$ cat src/rtl/db_strobe_gen.sv
// db_strobe_gen: turns each selected 6502 phi2 bus cycle into a set strobe,
// a dead-time-guarded buffer enable, and a read or write reset strobe.
// Every output comes straight from a flip-flop because the outputs drive an
// asynchronous latch.
module db_strobe_gen #(
    parameter int unsigned PULSE_W = 2,
    parameter int unsigned DEAD_W  = 1
) (
    input  logic clk,
    input  logic rst_n,
    input  logic phi2,
    input  logic sel_n,
    input  logic rw,
    output logic s_n,
    output logic r1_n,
    output logic r2_n,
    output logic oe_n,
    output logic dir
);

    typedef enum logic [2:0] {
        IDLE      = 3'd0,
        SET_PULSE = 3'd1,
        DEAD_ON   = 3'd2,
        ACTIVE    = 3'd3,
        DEAD_OFF  = 3'd4,
        RST_PULSE = 3'd5
    } state_t;

    // Counter values for the last cycle of a pulse or a dead interval.
    localparam logic [3:0] PULSE_LAST = 4'(PULSE_W - 1);
    localparam logic [3:0] DEAD_LAST  = 4'(DEAD_W - 1);

    logic       phi2_s1_q, phi2_s2_q, phi2_h_q;
    logic       rise, fall;
    state_t     state_q, state_d;
    logic [3:0] cnt_q, cnt_d;
    logic       pend_q, pend_d;
    logic       dir_q, dir_d;
    logic       s_n_q, s_n_d;
    logic       r1_n_q, r1_n_d;
    logic       r2_n_q, r2_n_d;
    logic       oe_n_q, oe_n_d;

    // Two-stage synchroniser for phi2 plus a history stage for edge detection.
    always_ff @(posedge clk or negedge rst_n) begin
        if (!rst_n) begin
            phi2_s1_q <= 1'b0;
            phi2_s2_q <= 1'b0;
            phi2_h_q  <= 1'b0;
        end else begin
            phi2_s1_q <= phi2;
            phi2_s2_q <= phi2_s1_q;
            phi2_h_q  <= phi2_s2_q;
        end
    end

    assign rise = phi2_s2_q & ~phi2_h_q;
    assign fall = ~phi2_s2_q & phi2_h_q;

    // Next-state and next-output logic; outputs are computed one cycle ahead
    // so the registered copies change together with the state.
    always_comb begin
        state_d = state_q;
        cnt_d   = cnt_q;
        pend_d  = pend_q;
        dir_d   = dir_q;
        s_n_d   = 1'b1;
        r1_n_d  = 1'b1;
        r2_n_d  = 1'b1;
        oe_n_d  = 1'b1;
        case (state_q)
            IDLE: begin
                // A rise with sel_n high is simply not a cycle for us.
                if (rise && !sel_n) begin
                    state_d = SET_PULSE;
                    cnt_d   = 4'd0;
                    dir_d   = rw;
                    pend_d  = 1'b0;
                    s_n_d   = 1'b0;
                end
            end
            SET_PULSE: begin
                // A very short phi2 may end before the buffer is even enabled.
                if (fall) pend_d = 1'b1;
                if (cnt_q == PULSE_LAST) begin
                    state_d = DEAD_ON;
                    cnt_d   = 4'd0;
                end else begin
                    cnt_d = cnt_q + 4'd1;
                    s_n_d = 1'b0;
                end
            end
            DEAD_ON: begin
                if (cnt_q == DEAD_LAST) begin
                    cnt_d = 4'd0;
                    if (pend_q || fall) begin
                        // phi2 already ended: skip the enable entirely.
                        state_d = DEAD_OFF;
                        pend_d  = 1'b0;
                    end else begin
                        state_d = ACTIVE;
                        oe_n_d  = 1'b0;
                    end
                end else begin
                    cnt_d = cnt_q + 4'd1;
                    if (fall) pend_d = 1'b1;
                end
            end
            ACTIVE: begin
                if (fall) begin
                    state_d = DEAD_OFF;
                    cnt_d   = 4'd0;
                    pend_d  = 1'b0;
                end else begin
                    oe_n_d = 1'b0;
                end
            end
            DEAD_OFF: begin
                if (cnt_q == DEAD_LAST) begin
                    state_d = RST_PULSE;
                    cnt_d   = 4'd0;
                    r1_n_d  = ~dir_q;
                    r2_n_d  = dir_q;
                end else begin
                    cnt_d = cnt_q + 4'd1;
                end
            end
            RST_PULSE: begin
                if (cnt_q == PULSE_LAST) begin
                    state_d = IDLE;
                    cnt_d   = 4'd0;
                end else begin
                    cnt_d  = cnt_q + 4'd1;
                    r1_n_d = ~dir_q;
                    r2_n_d = dir_q;
                end
            end
            default: begin
                state_d = IDLE;
                cnt_d   = 4'd0;
                pend_d  = 1'b0;
            end
        endcase
    end

    // State, counter, pending flag and registered outputs.
    always_ff @(posedge clk or negedge rst_n) begin
        if (!rst_n) begin
            state_q <= IDLE;
            cnt_q   <= 4'd0;
            pend_q  <= 1'b0;
            dir_q   <= 1'b0;
            s_n_q   <= 1'b1;
            r1_n_q  <= 1'b1;
            r2_n_q  <= 1'b1;
            oe_n_q  <= 1'b1;
        end else begin
            state_q <= state_d;
            cnt_q   <= cnt_d;
            pend_q  <= pend_d;
            dir_q   <= dir_d;
            s_n_q   <= s_n_d;
            r1_n_q  <= r1_n_d;
            r2_n_q  <= r2_n_d;
            oe_n_q  <= oe_n_d;
        end
    end

    assign s_n  = s_n_q;
    assign r1_n = r1_n_q;
    assign r2_n = r2_n_q;
    assign oe_n = oe_n_q;
    assign dir  = dir_q;

endmodule
$ cat config.mk
export PLATFORM = sky130hd
export DESIGN_NAME = db_strobe_gen
export DESIGN_NICKNAME = d
export VERILOG_FILES = /design/src/rtl/db_strobe_gen.sv
export SDC_FILE = /design/constraint.sdc
export NUM_CORES = 1
export LEC_CHECK = 0
export CAP_MARGIN = 10
export CORE_MARGIN = 4
export CORE_UTILIZATION = 30
export DETAILED_ROUTE_END_ITERATION = 7
export PLACE_DENSITY_LB_ADDON = 0.25
export SLEW_MARGIN = 20
export SYNTH_ARGS = -nofsm -noshare
export SYNTH_HDL_FRONTEND = slang
export SYNTH_SLANG_ARGS = --single-unit
$ cat constraint.sdc
create_clock -name clk -period 1.35 [get_ports clk]
set_clock_uncertainty 0.05 [all_clocks]
set_input_delay 0.3375 -clock clk [delete_from_list [all_inputs] [get_ports clk]]
set_output_delay 0.3375 -clock clk [all_outputs]
set_load 0.05 [all_outputs]
# Word level (Yosys, flattened, before mapping)
# Index checks and enable logic that the tools add are counted.
# totals
inputBits	5
reg_bits	16
word_cells	75
output_inout_bits	5
# op_classes
n_addsub	1
eq_ne	13
n_bitwise	6
n_reduce_logical	12
mux	32
# op_table
operator	count
3-bit two-way mux	7
3-bit one-hot mux with 6 select lines	1
4-bit two-way mux	4
4-bit one-hot mux with 4 select lines	1
1-bit two-way mux	14
2-bit != test, second input constant	6
1-bit one-hot mux with 2 select lines	4
3-bit by 2-bit equality test with 1-bit output, second input constant	2
3-bit equality test, second input constant	2
6-bit AND reduction	1
2-bit OR reduction	3
1-bit one-hot mux with 5 select lines	1
4-bit by 1-bit adder with 4-bit output, second input constant	1
4-bit by 1-bit equality test with 1-bit output, second input constant	1
4-bit logical NOT	1
1-bit NOT	4
2-bit AND reduction	2
4-bit AND reduction	1
3-bit by 1-bit equality test with 1-bit output, second input constant	1
3-bit logical NOT	1
3-bit != test, second input constant	1
1-bit bitwise AND	2
1-bit logical AND	1
1-bit logical NOT	1
1-bit logical OR	1

# Logic depth before layout (Yosys ltp)
# logic_depth
ltp_word	6
mapped_depth	6
mapped_depth_nobuf	6

# Least setup slack after synthesis
# OpenSTA, ideal clock, no wires.
# synth_path
path_kind	register to register
startpoint	register cnt_q[0]
endpoint	register cnt_q[2]
setup_time_ns	0.082
arrival_ns	1.374
stages_incl_launch_ff	7
path_buffers	0
path_slack_ns	-0.156
synth_period_minus_slack_ns	1.506
required_ns	1.218
path_cell_list	dfrtp_1 > inv_1 > ha_1 > nor4b_4 > nor4_4 > a21oi_1 > a31oi_1
# synth_between
elab_chain_len	3
elab_cells_between_ends	6
classes_between	add/sub: 1; eq/ne: 1; mux: 3; reduce/logical: 1
# synth_lines
item	line_no	rtl
start, declared	37	logic [3:0] cnt_q, cnt_d;
start signal, assigned	160	cnt_q <= cnt_d;
4-bit by 1-bit adder with 4-bit output, or another cell as far along	-	
4-bit two-way mux, on equally long branches	-	
4-bit one-hot mux with 4 select lines (*)	72	case (state_q)
# Mark *: on every way between the ends. The rest lies on a longest branch, timed or not.
# A chain may end at the register's enable or synchronous reset.

# Worst setup path after layout
# Ends and elaborated chain as after synthesis.

==> impl_results.md <==
* Cts hold-fix bufs at 0
* Top cells by count, synth: 13 x nor2_1, 12 x dfrtp_1, 7 x a21oi_1, 7 x o21ai_0
* Yosys top cell by area: dfrtp_1
* Total number of vias at 800
* Vias in the first global route at 799
* Failing checks: setup timing
* Reg2reg path depth at 6
* CP max stage delay at 0.40 ns
* Mapped cell area at 905 um2
* Outcome: finished with violations
* Seq/Total Area, Yosys at 44.8%
* Worst slack at placement at -0.492 ns
* CTS max path bufs at 2
* Final Non-Filler Cells at 158
* Pleak at 0.611 nW
* Overall Global Routing Usage at 11.8%
* Worst path slowest cell: dfrtp_1
* Initial DRC Count at 21
* DR DRC count at 0
* Sequential Power Share at 27.3%
* Slew Limit Headroom at 76.3%
* FMAX at 0.646 GHz
* Final WS setup at -0.198 ns
* Crit-path cells: inv_2 > ha_4 > nor4b_4 > nor4_4 > a21oi_1 > a31oi_1
* Synth Instances at 92
* Top Metal Used: met4
* Netlist cell types at 34
* Maxcap violations at 0
* Clk_lat worst skew at 0.30 ns
* Crit path arrival time at 1.72 ns
* ANT nets after route at 0
* Count leader, synth: nor2_1
* Crit Path Category: reg -> reg
* Psw at 1.31 mW
* Synth top area cells: dfrtp_1 33%, dfstp_2 12%, ha_1 5.5%, nor2_1 5.4%, a21oi_1 3.9%
* VDD IR max at 1.04 mV
* Synth top area share at 33.2%
* Synth warn at 0
* Initial antenna violation count at 0
* Post-synth ARST share at 100%
* First-pass GRT wire length at 3.68 mm
* Worst hold path type: in -> async
* Clock share of power at 8.8%
* Grt total ovfl at 0
* Clk slew on worst S/H paths at 0.09 ns
* Routability congestion estimate at 0.884
* Clk sinks at 16
* Share of cells above drive strength 1 at 45.7%
* Filler cells at 247
* Post-Route WL at 2.16 mm
* DP Wirelength at 1.59 mm
* Sw Share at 41.9%
* Setup Viol. Count Final at 14
* CP max FO at 5
* Full die area at 3960 um2
* Synth Flop Type: dfrtp_1
* CORE AREA at 2830 um2
* Area growth, synth to finish at 51.2%
* Die Span Y at 62.9 um
* Nets@finish at 137
* Post-synth EDFFs at 0
* Least-Margin Pin Slew at 0.353 ns
* Placed cell count at 153
* Die X at 62.9 um
* Cell Rows at 19
* RSZ-0062 raised after global routing: true
* Initial Utilization at 32.0%
* Wire per inst at 13.7 um
* Drt pass-1 iters at 6
* CTS tree: done
* H-tree depth at 1
* Routed length on met3 at 105 um
* Fin crit period at 1.55 ns
* Internal power at 1.82 mW
* PortBufs at 9
* Avg Inst Size Synth at 9.83 um2
* Crit path capture type: flop
* Yosys reg bits at 16
* Largest net degree at the start of global routing at 17
* Syn nets at 101
* Final hold vios at 0
* CTS Buf Count at 3
* Comb pwr share at 63.9%
* CTS root buffer: clkbuf_4
* Slew Limit Fails at 0
* # IOs at 10
* P per Cell Area at 2290 nW/um2
* Antenna cell count at 0
* Met2 routed WL at 1.07 mm
* Final Cycle Share at 115%
* WL met1 at 934 um
* Worst setup SP type: flop
* Critical Path RT at 1.53 ns
* DR vias/cell at 5.06
[worst max-delay path, delay by kind of cell, from the launching register on]
kind,cells,cell delay (ns)
AOI/OAI and AO/OA,2,0.26
adders and majority gates,1,0.16
buffers and inverters,1,0.07
DFF,1,0.40
and+or+nand+nor,2,0.53
[final timing paths]
kind / start / end / slack [ns]
min in group clk: phi2_s1_q / phi2_s2_q / 0.31
max in group asynchronous: rst_n / r2_n / 0.70
hold / removal: rst_n / dir / 0.30
setup reg to reg: cnt_q[0] / cnt_q[2] / -0.20
setup / recovery: cnt_q[0] / cnt_q[2] / -0.20
hold reg to reg: phi2_s1_q / phi2_s2_q / 0.31
[cells by family (layout without fill, tap and decap cells)]
| kind of cell | after synthesis | after routing | synth area share, % |
|---|---|---|---|
| AOI/OAI and AO/OA | 25 | 25 | 16.6 |
| and+or+nand+nor | 37 | 37 | 25.2 |
| adders and majority gates | 4 | 4 | 5.53 |
| muxes | 2 | 2 | 2.35 |
| DFF | 16 | 16 | 44.8 |
| xor gates and xnor gates | 1 | 1 | 0.968 |
| buffers and inverters | 7 | 42 | 4.56 |
[cell usage in the layout, fill, tap and decap left out, drive strengths merged, types with 4 or more instances in the layout]
cell    instances
a21oi           7
buf            30
clkbuf          4
dfrtp          12
dfstp           4
ha              4
inv             4
nand3           4
nor2           13
nor2b           4
o21ai           8
[state kept, by name (all words and copies together), names as in the netlist]
register   cells
oe_n           1
phi2_s1_q      1
s_n            1
r1_n           1
phi2_h_q       1
r2_n           1
cnt_q          4
pend_q         1
phi2_s2_q      1
dir            1
state_q        3
[timing repair]
action	4_1_cts	5_1_grt
setup buffers	2	0
setup endpoints to repair	16	17
resized for setup	8	19
hold endpoints to repair	0	0
pin swaps	8	9
[power by group through the flow]
stage | clock network (mW) | logic [mW] | registers, mW
after floorplan | 0 | 0.836 | 0.952
after global placement | 0 | 1.72 | 0.841
after detailed placement | 0 | 1.73 | 0.847
after CTS | 0.291 | 1.86 | 0.843
after global routing | 0.305 | 2.20 | 0.882
final | 0.275 | 2.00 | 0.856
[per-stage QoR]
stage                     setup TNS (ns)  hold WS [ns]  total power [mW]  instance area [um2]  utilization, %
after detailed placement           -3.50         0.287              2.57                 1240            43.8
after global placement             -3.15         0.282              2.56                 1240            43.8
after CTS                          -1.49         0.293              2.99                 1300            46.0
final                              -1.10         0.300              3.13                 1370            48.3
after floorplan                   -0.497      -0.00809              1.79                  907               -
after global routing               -2.07         0.311              3.38                 1370            48.3
[cell type report]
| type | instances | area [um2] | area share (%) |
|---|---|---|---|
| clock buffer | 4 | 26.3 | 1.92 |
| inverter | 4 | 15.0 | 1.10 |
| multi-input combinational | 69 | 547 | 40.0 |
| sequential | 16 | 407 | 29.7 |
| tap | 31 | 38.8 | 2.84 |
| timing repair buffer | 34 | 334 | 24.4 |
[metal layers]
layer / global-route usage [%] / vias to the layer above
met5: 0 / -
met1: 14.7 / 375
met4: 5.79 / 0
met2: 18.6 / 22
li1: - / 398
met3: 3.42 / 5
Note: power is estimated with default switching activity, not from simulation.
